--- config.mk ---
export PLATFORM = sky130hd
export DESIGN_NAME = multicycle_controller
export DESIGN_NICKNAME = d
export VERILOG_FILES = /design/src/rtl/multicycle_controller.sv
export SDC_FILE = /design/constraint.sdc
export NUM_CORES = 1
export LEC_CHECK = 0
export CAP_MARGIN = 20
export CORE_MARGIN = 1
export CORE_UTILIZATION = 45
export CTS_CLUSTER_DIAMETER = 120
export DETAILED_ROUTE_END_ITERATION = 8
export PLACE_DENSITY = 0.76
export SYNTH_ARGS = -nofsm -noshare
export SYNTH_HDL_FRONTEND = slang
export SYNTH_SLANG_ARGS = --single-unit
--- constraint.sdc ---
create_clock -name clk -period 6.9 [get_ports clk]
set_input_delay 1.38 -clock clk [delete_from_list [all_inputs] [get_ports clk]]
set_output_delay 1.38 -clock clk [all_outputs]
set_load 0.01 [all_outputs]
--- src/rtl/multicycle_controller.sv ---
// Sequencing FSM for the multicycle RV32I datapath: drives mux selects, write enables and the memory handshake.
// Optional macro MULTICYCLE_CONTROLLER_ILLEGAL_TRAP_EN: unrecognised opcodes park in HALT with illegal=1.
module multicycle_controller #(
    parameter int INSTRET_WIDTH = 32
) (
    input  logic                     clk,
    input  logic                     reset,
    input  logic [6:0]               opcode,
    input  logic [2:0]               funct3,
    input  logic                     alu_zero,
    input  logic                     mem_ready,
    output logic                     mem_req,
    output logic                     mem_write,
    output logic                     adr_src,
    output logic                     ir_write,
    output logic                     pc_write,
    output logic                     reg_write,
    output logic [1:0]               alu_src_a,
    output logic [1:0]               alu_src_b,
    output logic [1:0]               alu_op,
    output logic [1:0]               result_src,
    output logic [1:0]               imm_sel,
    output logic [INSTRET_WIDTH-1:0] instret,
    output logic                     illegal
);

    localparam logic [6:0] OP_LOAD   = 7'b0000011;
    localparam logic [6:0] OP_STORE  = 7'b0100011;
    localparam logic [6:0] OP_RTYPE  = 7'b0110011;
    localparam logic [6:0] OP_ITYPE  = 7'b0010011;
    localparam logic [6:0] OP_BRANCH = 7'b1100011;
    localparam logic [6:0] OP_JAL    = 7'b1101111;
    localparam logic [6:0] OP_JALR   = 7'b1100111;

    typedef enum logic [3:0] {
        S_FETCH,
        S_DECODE,
        S_MEMADR,
        S_MEMREAD,
        S_MEMWB,
        S_MEMWRITE,
        S_EXECR,
        S_EXECI,
        S_ALUWB,
        S_BRANCH,
        S_JAL,
        S_JALRADR,
        S_JALR,
        S_HALT
    } state_t;

    state_t                   r_state;
    state_t                   w_next;
    logic                     w_retire;
    logic [INSTRET_WIDTH-1:0] r_instret;
    logic                     w_unused;

    // Only BEQ/BNE are supported, so funct3[0] alone selects the branch sense.
    assign w_unused = ^funct3[2:1];

    always_ff @(posedge clk) begin
        if (reset) begin
            r_state   <= S_FETCH;
            r_instret <= '0;
        end else begin
            r_state <= w_next;
            if (w_retire) begin
                r_instret <= r_instret + 1'b1;
            end
        end
    end

    assign instret = r_instret;

`ifdef MULTICYCLE_CONTROLLER_ILLEGAL_TRAP_EN
    assign illegal = (r_state == S_HALT);
`else
    assign illegal = 1'b0;
`endif

    always_comb begin
        w_next     = r_state;
        w_retire   = 1'b0;
        mem_req    = 1'b0;
        mem_write  = 1'b0;
        adr_src    = 1'b0;
        ir_write   = 1'b0;
        pc_write   = 1'b0;
        reg_write  = 1'b0;
        alu_src_a  = 2'd0;
        alu_src_b  = 2'd0;
        alu_op     = 2'd0;
        result_src = 2'd0;
        case (r_state)
            S_FETCH: begin
                mem_req    = 1'b1;
                alu_src_b  = 2'd2;
                result_src = 2'd2;
                if (mem_ready) begin
                    ir_write = 1'b1;
                    pc_write = 1'b1;
                    w_next   = S_DECODE;
                end
            end
            S_DECODE: begin
                // Precompute branch/jal target into alu_out while the opcode is decoded.
                alu_src_a = 2'd1;
                alu_src_b = 2'd1;
                case (opcode)
                    OP_LOAD, OP_STORE: w_next = S_MEMADR;
                    OP_RTYPE:          w_next = S_EXECR;
                    OP_ITYPE:          w_next = S_EXECI;
                    OP_BRANCH:         w_next = S_BRANCH;
                    OP_JAL:            w_next = S_JAL;
                    OP_JALR:           w_next = S_JALRADR;
`ifdef MULTICYCLE_CONTROLLER_ILLEGAL_TRAP_EN
                    default:           w_next = S_HALT;
`else
                    default:           w_next = S_FETCH;
`endif
                endcase
            end
            S_MEMADR: begin
                alu_src_a = 2'd2;
                alu_src_b = 2'd1;
                w_next    = (opcode == OP_STORE) ? S_MEMWRITE : S_MEMREAD;
            end
            S_MEMREAD: begin
                mem_req = 1'b1;
                adr_src = 1'b1;
                if (mem_ready) begin
                    w_next = S_MEMWB;
                end
            end
            S_MEMWB: begin
                result_src = 2'd1;
                reg_write  = 1'b1;
                w_retire   = 1'b1;
                w_next     = S_FETCH;
            end
            S_MEMWRITE: begin
                mem_req   = 1'b1;
                mem_write = 1'b1;
                adr_src   = 1'b1;
                if (mem_ready) begin
                    w_retire = 1'b1;
                    w_next   = S_FETCH;
                end
            end
            S_EXECR: begin
                alu_src_a = 2'd2;
                alu_op    = 2'd2;
                w_next    = S_ALUWB;
            end
            S_EXECI: begin
                alu_src_a = 2'd2;
                alu_src_b = 2'd1;
                alu_op    = 2'd2;
                w_next    = S_ALUWB;
            end
            S_ALUWB: begin
                reg_write = 1'b1;
                w_retire  = 1'b1;
                w_next    = S_FETCH;
            end
            S_BRANCH: begin
                alu_src_a = 2'd2;
                alu_op    = 2'd1;
                pc_write  = alu_zero ^ funct3[0];
                w_retire  = 1'b1;
                w_next    = S_FETCH;
            end
            S_JAL, S_JALR: begin
                // PC takes the target held in alu_out while the ALU forms old_pc+4 as the link value.
                alu_src_a = 2'd1;
                alu_src_b = 2'd2;
                pc_write  = 1'b1;
                w_next    = S_ALUWB;
            end
            S_JALRADR: begin
                alu_src_a = 2'd2;
                alu_src_b = 2'd1;
                w_next    = S_JALR;
            end
            S_HALT: begin
                w_next = S_HALT;
            end
            default: begin
                w_next = S_FETCH;
            end
        endcase
    end

    always_comb begin
        imm_sel = 2'd0;
        case (opcode)
            OP_STORE:  imm_sel = 2'd1;
            OP_BRANCH: imm_sel = 2'd2;
            OP_JAL:    imm_sel = 2'd3;
            default:   imm_sel = 2'd0;
        endcase
    end

endmodule

# Word-level counts from Yosys, hierarchy flattened
# Cells that the tools add are included.
classes:
  order_cmp: 0
  muxes: 19
  mul: 0
  bitwise: 1
  reduce_logical: 14
  shift: 0
  n_eq_ne: 23
  div: 0
  add_sub_neg: 1
op_table:
  columns: ["cell", "n"]
  rows:
  - ["adder 32 x 1 -> 32 bit, second input constant", 1]
  - ["one-hot mux 4 bit (8 select lines)", 1]
  - ["equality test 4 bit, second input constant", 6]
  - ["one-hot mux 4 bit (6 select lines)", 1]
  - ["equality test 7 bit, second input constant", 3]
  - ["equality test 4 x 3 -> 1 bit, second input constant", 4]
  - ["one-hot mux 2 bit (2 select lines)", 4]
  - ["equality test 7 x 6 -> 1 bit, second input constant", 2]
  - ["2-to-1 mux 4 bit", 3]
  - ["OR reduction 3 bit", 4]
  - ["OR reduction 2 bit", 5]
  - ["equality test 4 x 2 -> 1 bit, second input constant", 2]
  - ["OR reduction 4 bit", 2]
  - ["equality test 7 x 2 -> 1 bit, second input constant", 1]
  - ["equality test 7 x 5 -> 1 bit, second input constant", 1]
  - ["2-to-1 mux 1 bit", 6]
  - ["!= test 2 bit, second input constant", 3]
  - ["one-hot mux 2 bit (3 select lines)", 1]
  - ["OR reduction 5 bit", 1]
  - ["equality test 4 x 1 -> 1 bit, second input constant", 1]
  - ["logical NOT 4 bit", 1]
  - ["2-to-1 mux 3 bit", 1]
  - ["one-hot mux 1 bit (3 select lines)", 1]
  - ["AND reduction 3 bit", 1]
  - ["2 further kinds", 2]
word_totals:
  out_inout_bits: 49
  latchBits: 0
  romBits: 0
  mem_count: 0
  ram_bits: 0
  input_bits: 14
  regBits: 36

# Logic depth before layout (Yosys ltp)
# Gate-level depths: netlist (run 1).
depth:
  word_depth: 4
  ltp_mapped: 8

# Worst setup path after synthesis (run 1)
# OpenSTA, ideal clock, no wires.
synth_path:
  path_type: "input -> output"
  startpoint: "input opcode[3]"
  endpoint: "output imm_sel[0]"
  path_buffers: 0
  path_stages: 2
  slack_ns: 3.412
  t_arrival_ns: 2.108
  path_cell_list: "nor4_1 -> a32o_1"
synth_via:
  elab_chain_len: 2
synth_rtl:
  columns: ["item", "line", "rtl"]
  rows:
  - ["from (decl)", "8", "input logic [6:0] opcode,"]
  - ["equality test 7 bit or equality test 7 x 6 -> 1 bit (tied branches)", "196", "case (opcode)"]
  - ["one-hot mux 2 bit (3 select lines) (*)", "196", null]
  - ["to (decl)", "22", "output logic [1:0] imm_sel,"]
# Every way passes the cells marked *; elsewhere a longest branch is shown, timed or not.

# Worst setup path after layout (run 1)
# Same ends and word-level chain as after synthesis.

==> results of run 1 <==
## power groups by stage
stage	sequential, W	clock [W]	combinational, W
floorplan	0.000214	0	0.0000320
global placement	0.000219	0	0.0000507
detailed placement	0.000219	0	0.0000508
CTS	0.000214	0.000143	0.0000510
global route	0.000215	0.000153	0.0000550
finish	0.000215	0.000139	0.0000507
## worst paths after layout
path,endpoint,cells after the start,startpoint,slack [ps]
hold reg to reg,instret[31],2,instret[31],500
setup / recovery,imm_sel[0],4,opcode[3],2230
hold / removal,instret[31],2,instret[31],500
setup reg to reg,instret[28],5,r_state[3],4380
## sequential cells by signal, indices dropped and copies added, names as in the netlist
name and count:
instret 32, r_state 4
## layer usage
metal	vias up	track usage	part of all wire
li1	1096	-	-
met3	7	0.0380	0.039
met5	-	0	0
met4	0	0.0800	0.013
met2	62	0.359	0.48
met1	1067	0.281	0.47
## cells by family after synthesis
group	count (synthesis)	synth area share
buffers and inverters	23	0.0526
and+or+nand+nor	142	0.355
AOI/OAI and AO/OA	44	0.132
xor gates and xnor gates	26	0.105
other	1	0.00173
DFF	36	0.333
adders and majority gates	1	0.00578
muxes	3	0.0150
## metrics by stage
stage / instance area (um^2) / setup WS [ps] / util
3_3_place_gp: 2740 / 2240 / 0.612
4_1_cts: 2820 / 2250 / 0.629
5_1_grt: 2820 / 2090 / 0.629
2_1_floorplan: 2170 / 3410 / -
3_5_place_dp: 2740 / 2250 / 0.612
6_report: 2820 / 2230 / 0.629
## cells in the mapped netlist (2+ instances only)
cell type,number,area share
a32o_1,2,0.0092
and3_1,4,0.012
a21o_1,2,0.0069
clkbuf_8,2,0.013
nor2b_1,4,0.012
nand2_1,20,0.035
dfxtp_1,36,0.33
a211oi_1,2,0.0069
o21ai_0,8,0.018
or4_1,5,0.017
or2_2,2,0.0058
nor4b_1,6,0.024
o31ai_1,4,0.014
xor2_1,8,0.032
a31oi_1,2,0.0058
nor4_1,10,0.029
inv_1,6,0.010
clkbuf_1,10,0.017
xnor2_1,18,0.073
o22ai_1,3,0.0087
or3_1,9,0.026
nand4_1,8,0.023
buf_2,3,0.0069
nand3_1,11,0.025
nor3_1,11,0.025
nand2b_1,3,0.0087
nor2_1,38,0.066
a21oi_1,14,0.032
## tightest hold or removal path, stage by stage (launching register included)
cell and delay (ps):
dfxtp_1 330, o21ai_0 70, a21oi_1 60
## layout make-up
type / instances / area, um^2
Fill cell: 425 / 1660
Multi-Input combinational cell: 217 / 1330
Sequential cell: 36 / 721
Timing Repair Buffer: 60 / 598
Clock buffer: 6 / 72.6
Tap cell: 52 / 65.1
Inverter: 6 / 22.5
Clock inverter: 1 / 5.00
==> flow_metrics.py, run 1 <==
metrics = {
    "placed_design": {
        "dp_hpwl_um": 3760,
        "gp_congestion": 0.875,
        "place_inst": 371,
        "port_buffers": 59,
    },
    "setup_path": {
        "worstSetupPathType": "primary input to primary output",
        "cp_data_required_time_ps": 5520,
        "cp_common_cell": "clkdlybuf4s50_1",
        "crit_chain": "clkdlybuf4s50_1 > nor4_1 > a32o_1 > clkdlybuf4s50_1",
        "crit_arrival_ps": 3290,
        "path_max_fanout": 5,
        "start_kind": "primary input",
        "crit_family": "buffers and inverters",
        "critPathSlowestCell": "nor4_1",
        "setup.worst_path.end_class": "primary output",
        "critical_path_buf_inv_count": 2,
        "worst_path_largest_cell_delay_ps": 660,
    },
    "grt": {
        "antenna_found_initial": 0,
        "grt_pass1_vias": 1928,
        "grt.overflow.total": 0,
        "track_usage": 0.216,
        "grt_pass1_wl_um": 8770,
        "grt_max_degree": 39,
    },
    "hold_path": {
        "hold_class": "flip-flop to flip-flop",
    },
    "sta": {
        "fin_crit_ps": 4670,
        "tightest_slew_ps": 828,
        "fin_hold_ws_ps": 499,
        "hold_viol": 0,
        "timing.fmax_ghz": 0.214,
        "rsz0062_at_grt": "false",
        "setup_viol": 0,
        "slew_violations": 0,
        "skew_ps": 6.67,
        "fin_setup_tns_ps": 0,
        "finalCritPeriodShare": 0.676,
        "slew_headroom": 0.443,
    },
    "clock_tree": {
        "root_buffer": "clkbuf_8",
        "cts_buffer_depth": 2,
        "cts_sinks": 36,
        "cts.hold.buffers_added": 0,
        "cts_tree": "yes",
        "cts_resized": 0,
        "clk_pin_slew_ps": 70,
        "htreeDepth": 2,
        "cts_buffers": 5,
        "post_cts_buffers": 0,
        "clk_latency_ps": 290,
    },
    "yosys": {
        "syn_inst": 276,
        "ys_types": 53,
        "syn_nets": 291,
        "synth-seq-cells": 36,
        "netlist_area_um2": 2170,
        "synth_edf_count": 0,
        "yosys_warnings": 0,
        "seq_area_frac_synth": 0.333,
        "synth.avg_cell_area_um2": 7.85,
        "ys.flop_type": "dfxtp_1",
        "async_flop_share": 0,
    },
    "job": {
        "drv_cap": 0,
    },
    "floorplan": {
        "fp-row-count": 24,
        "die_x_um": 71.4,
        "dieArea_um2": 5090,
        "floorplan.initialDensity": 0.484,
        "pin_count": 63,
        "core_area_um2": 4470,
        "fp.dieH_um": 71.4,
    },
    "pwr": {
        "combinationalPowerShare": 0.125,
        "clockPowerShare": 0.344,
        "leakage_nw": 0.903,
        "pwr-share-seq": 0.530,
        "switching_share": 0.246,
        "power.internal_w": 0.000305,
        "vdd_drop_max_uv": 89.4,
        "power_w": 0.000404,
        "p_per_area_nw_per_um2": 144,
        "p_sw_w": 0.0000996,
    },
    "finish": {
        "drive_gt1_frac": 0.0552,
        "final_common_cell": "clkdlybuf4s50_1",
        "area_growth_pct": 30.0,
        "final_nets": 341,
        "final_cell_mix": "59 x clkdlybuf4s50_1, 38 x nor2_1, 36 x dfxtp_1, 20 x nand2_1, 18 x xnor2_1",
        "diodes": 0,
        "fin_cells": 378,
    },
    "run_status": {
        "violations": "design-rule violations",
        "status": "finished with violations",
    },
    "routing": {
        "vias": 2232,
        "finalWirelength_um": 5240,
        "drc_errors": 2,
        "dr.pass1.iters": 6,
        "ant_nets": 0,
        "avgRoutedWirePerCell_um": 13.9,
        "drt_iter0_drc": 129,
        "post_drt_via_cell_ratio": 5.90,
    },
}
(Power assumes the default switching activity.)
==> run 2: changes to the inputs <==
==> constraint.sdc (replaced) <==
create_clock -name clk -period 4.35 [get_ports clk]
set_input_delay 0.87 -clock clk [delete_from_list [all_inputs] [get_ports clk]]
set_output_delay 0.87 -clock clk [all_outputs]
set_load 0.01 [all_outputs]
==> flow_metrics.py, run 2 (synthesis results as in run 1) <==
metrics = {
    "routing": {
        "dr.pass1.iters": 6,
        "drc_errors": 2,
        "vias": 2200,
        "avgRoutedWirePerCell_um": 14.0,
        "post_drt_via_cell_ratio": 5.79,
        "drt_iter0_drc": 118,
        "finalWirelength_um": 5330,
        "ant_nets": 0,
    },
    "run_status": {
        "violations": "design-rule violations",
        "status": "finished with violations",
    },
    "pwr": {
        "vdd_drop_max_uv": 175,
        "power_w": 0.000641,
        "p_per_area_nw_per_um2": 226,
        "leakage_nw": 0.914,
    },
    "setup_path": {
        "r2r-start": "r_state[3]",
        "path_max_fanout": 5,
        "crit_arrival_ps": 2620,
        "setup.worst_path.end_class": "primary output",
        "worstSetupPathType": "primary input to primary output",
        "start_kind": "primary input",
        "crit_path_start": "opcode[5]",
        "cp_data_required_time_ps": 3480,
    },
    "clock_tree": {
        "htreeDepth": 2,
        "cts_sinks": 36,
        "post_cts_buffers": 0,
        "cts_buffers": 5,
        "cts_buffer_depth": 2,
        "cts.hold.buffers_added": 0,
        "cts_tree": "yes",
        "cts_resized": 0,
        "root_buffer": "clkbuf_8",
        "clk_pin_slew_ps": 70,
        "clk_latency_ps": 290,
    },
    "grt": {
        "grt_pass1_wl_um": 9280,
        "track_usage": 0.226,
        "grt.overflow.total": 0,
        "antenna_found_initial": 0,
        "grt_max_degree": 22,
        "grt_pass1_vias": 2086,
    },
    "finish": {
        "final_cell_mix": "59 x clkdlybuf4s50_1, 38 x nor2_1, 36 x dfxtp_1, 20 x nand2_1, 18 x xnor2_1",
        "area_growth_pct": 30.7,
        "final_nets": 343,
        "final_common_cell": "clkdlybuf4s50_1",
        "postLayoutCellArea_um2": 2830,
        "fin_cells": 380,
        "largest_reg_flops": 32,
        "diodes": 0,
        "drive_gt1_frac": 0.0610,
    },
    "sta": {
        "timing.fmax_ghz": 0.286,
        "fin_crit_ps": 3490,
        "finalCritPeriodShare": 0.803,
        "tightest_slew_ps": 802,
        "rsz0062_at_grt": "false",
        "hold_viol": 0,
        "slew_violations": 0,
        "fin_setup_tns_ps": 0,
        "skew_ps": 9.41,
        "setup_viol": 0,
        "slew_headroom": 0.460,
    },
    "placed_design": {
        "gp_congestion": 0.878,
        "dp_hpwl_um": 3880,
        "placed_cell_area_um2": 2750,
        "port_buffers": 59,
        "place_inst": 373,
    },
    "job": {
        "drv_cap": 0,
    },
    "floorplan": {
        "fp.dieH_um": 71.4,
        "floorplan.initialDensity": 0.484,
        "fp-row-count": 24,
        "die_x_um": 71.4,
        "core_area_um2": 4470,
        "dieArea_um2": 5090,
        "pin_count": 63,
    },
    "hold_path": {
        "hold_class": "flip-flop to flip-flop",
        "hold_path.startpoint": "instret[31]",
    },
}
## run 2: cell types whose count changed in the layout (fill, tap and decap cells not counted)
cell and delta:
buf_4 +2
## run 2: path summary, 6_finish.rpt
check	endpoint	slack, ps	cells past startpoint
worst min-delay path	instret[31]	500	2
worst min register to register	instret[31]	500	2
worst max register to register	instret[28]	1820	5
worst max-delay path	imm_sel[0]	860	5
## run 2: final cells by class
class	instances	area, um^2
Timing Repair Buffer	62	613
Sequential cell	36	721
Inverter	6	22.5
Fill cell	395	1640
Multi-Input combinational cell	217	1330
Tap cell	52	65.1
Clock inverter	1	5.00
Clock buffer	6	72.6
## run 2: where the power goes
part	internal [W]	switching [W]
sequential	0.000331	0.00000831
clock	0.000109	0.000111
combinational	0.0000441	0.0000375
total	0.000484	0.000157
## run 2: per-layer routing
metal | vias to the layer above | GRT usage | share of wire
li1 | 1099 | - | -
met1 | 1063 | 0.294 | 0.48
met2 | 33 | 0.370 | 0.48
met3 | 5 | 0.0394 | 0.030
met4 | 0 | 0.0911 | 0.011
met5 | - | 0 | 0
## run 2: through the flow
step | setup WS [ps] | util | hold WS (ps)
after global placement | 873 | 0.615 | 467
final | 858 | 0.633 | 499
after global routing | 781 | 0.633 | 525
after CTS | 865 | 0.633 | 503
after floorplan | 1850 | - | 500
after detailed placement | 870 | 0.615 | 493
## run 2: worst max-delay path, cell delays in order
cell	delay (ps)
clkdlybuf4s50_1	470
nor2b_1	290
and4_1	280
a32o_1	170
clkdlybuf4s50_1	530
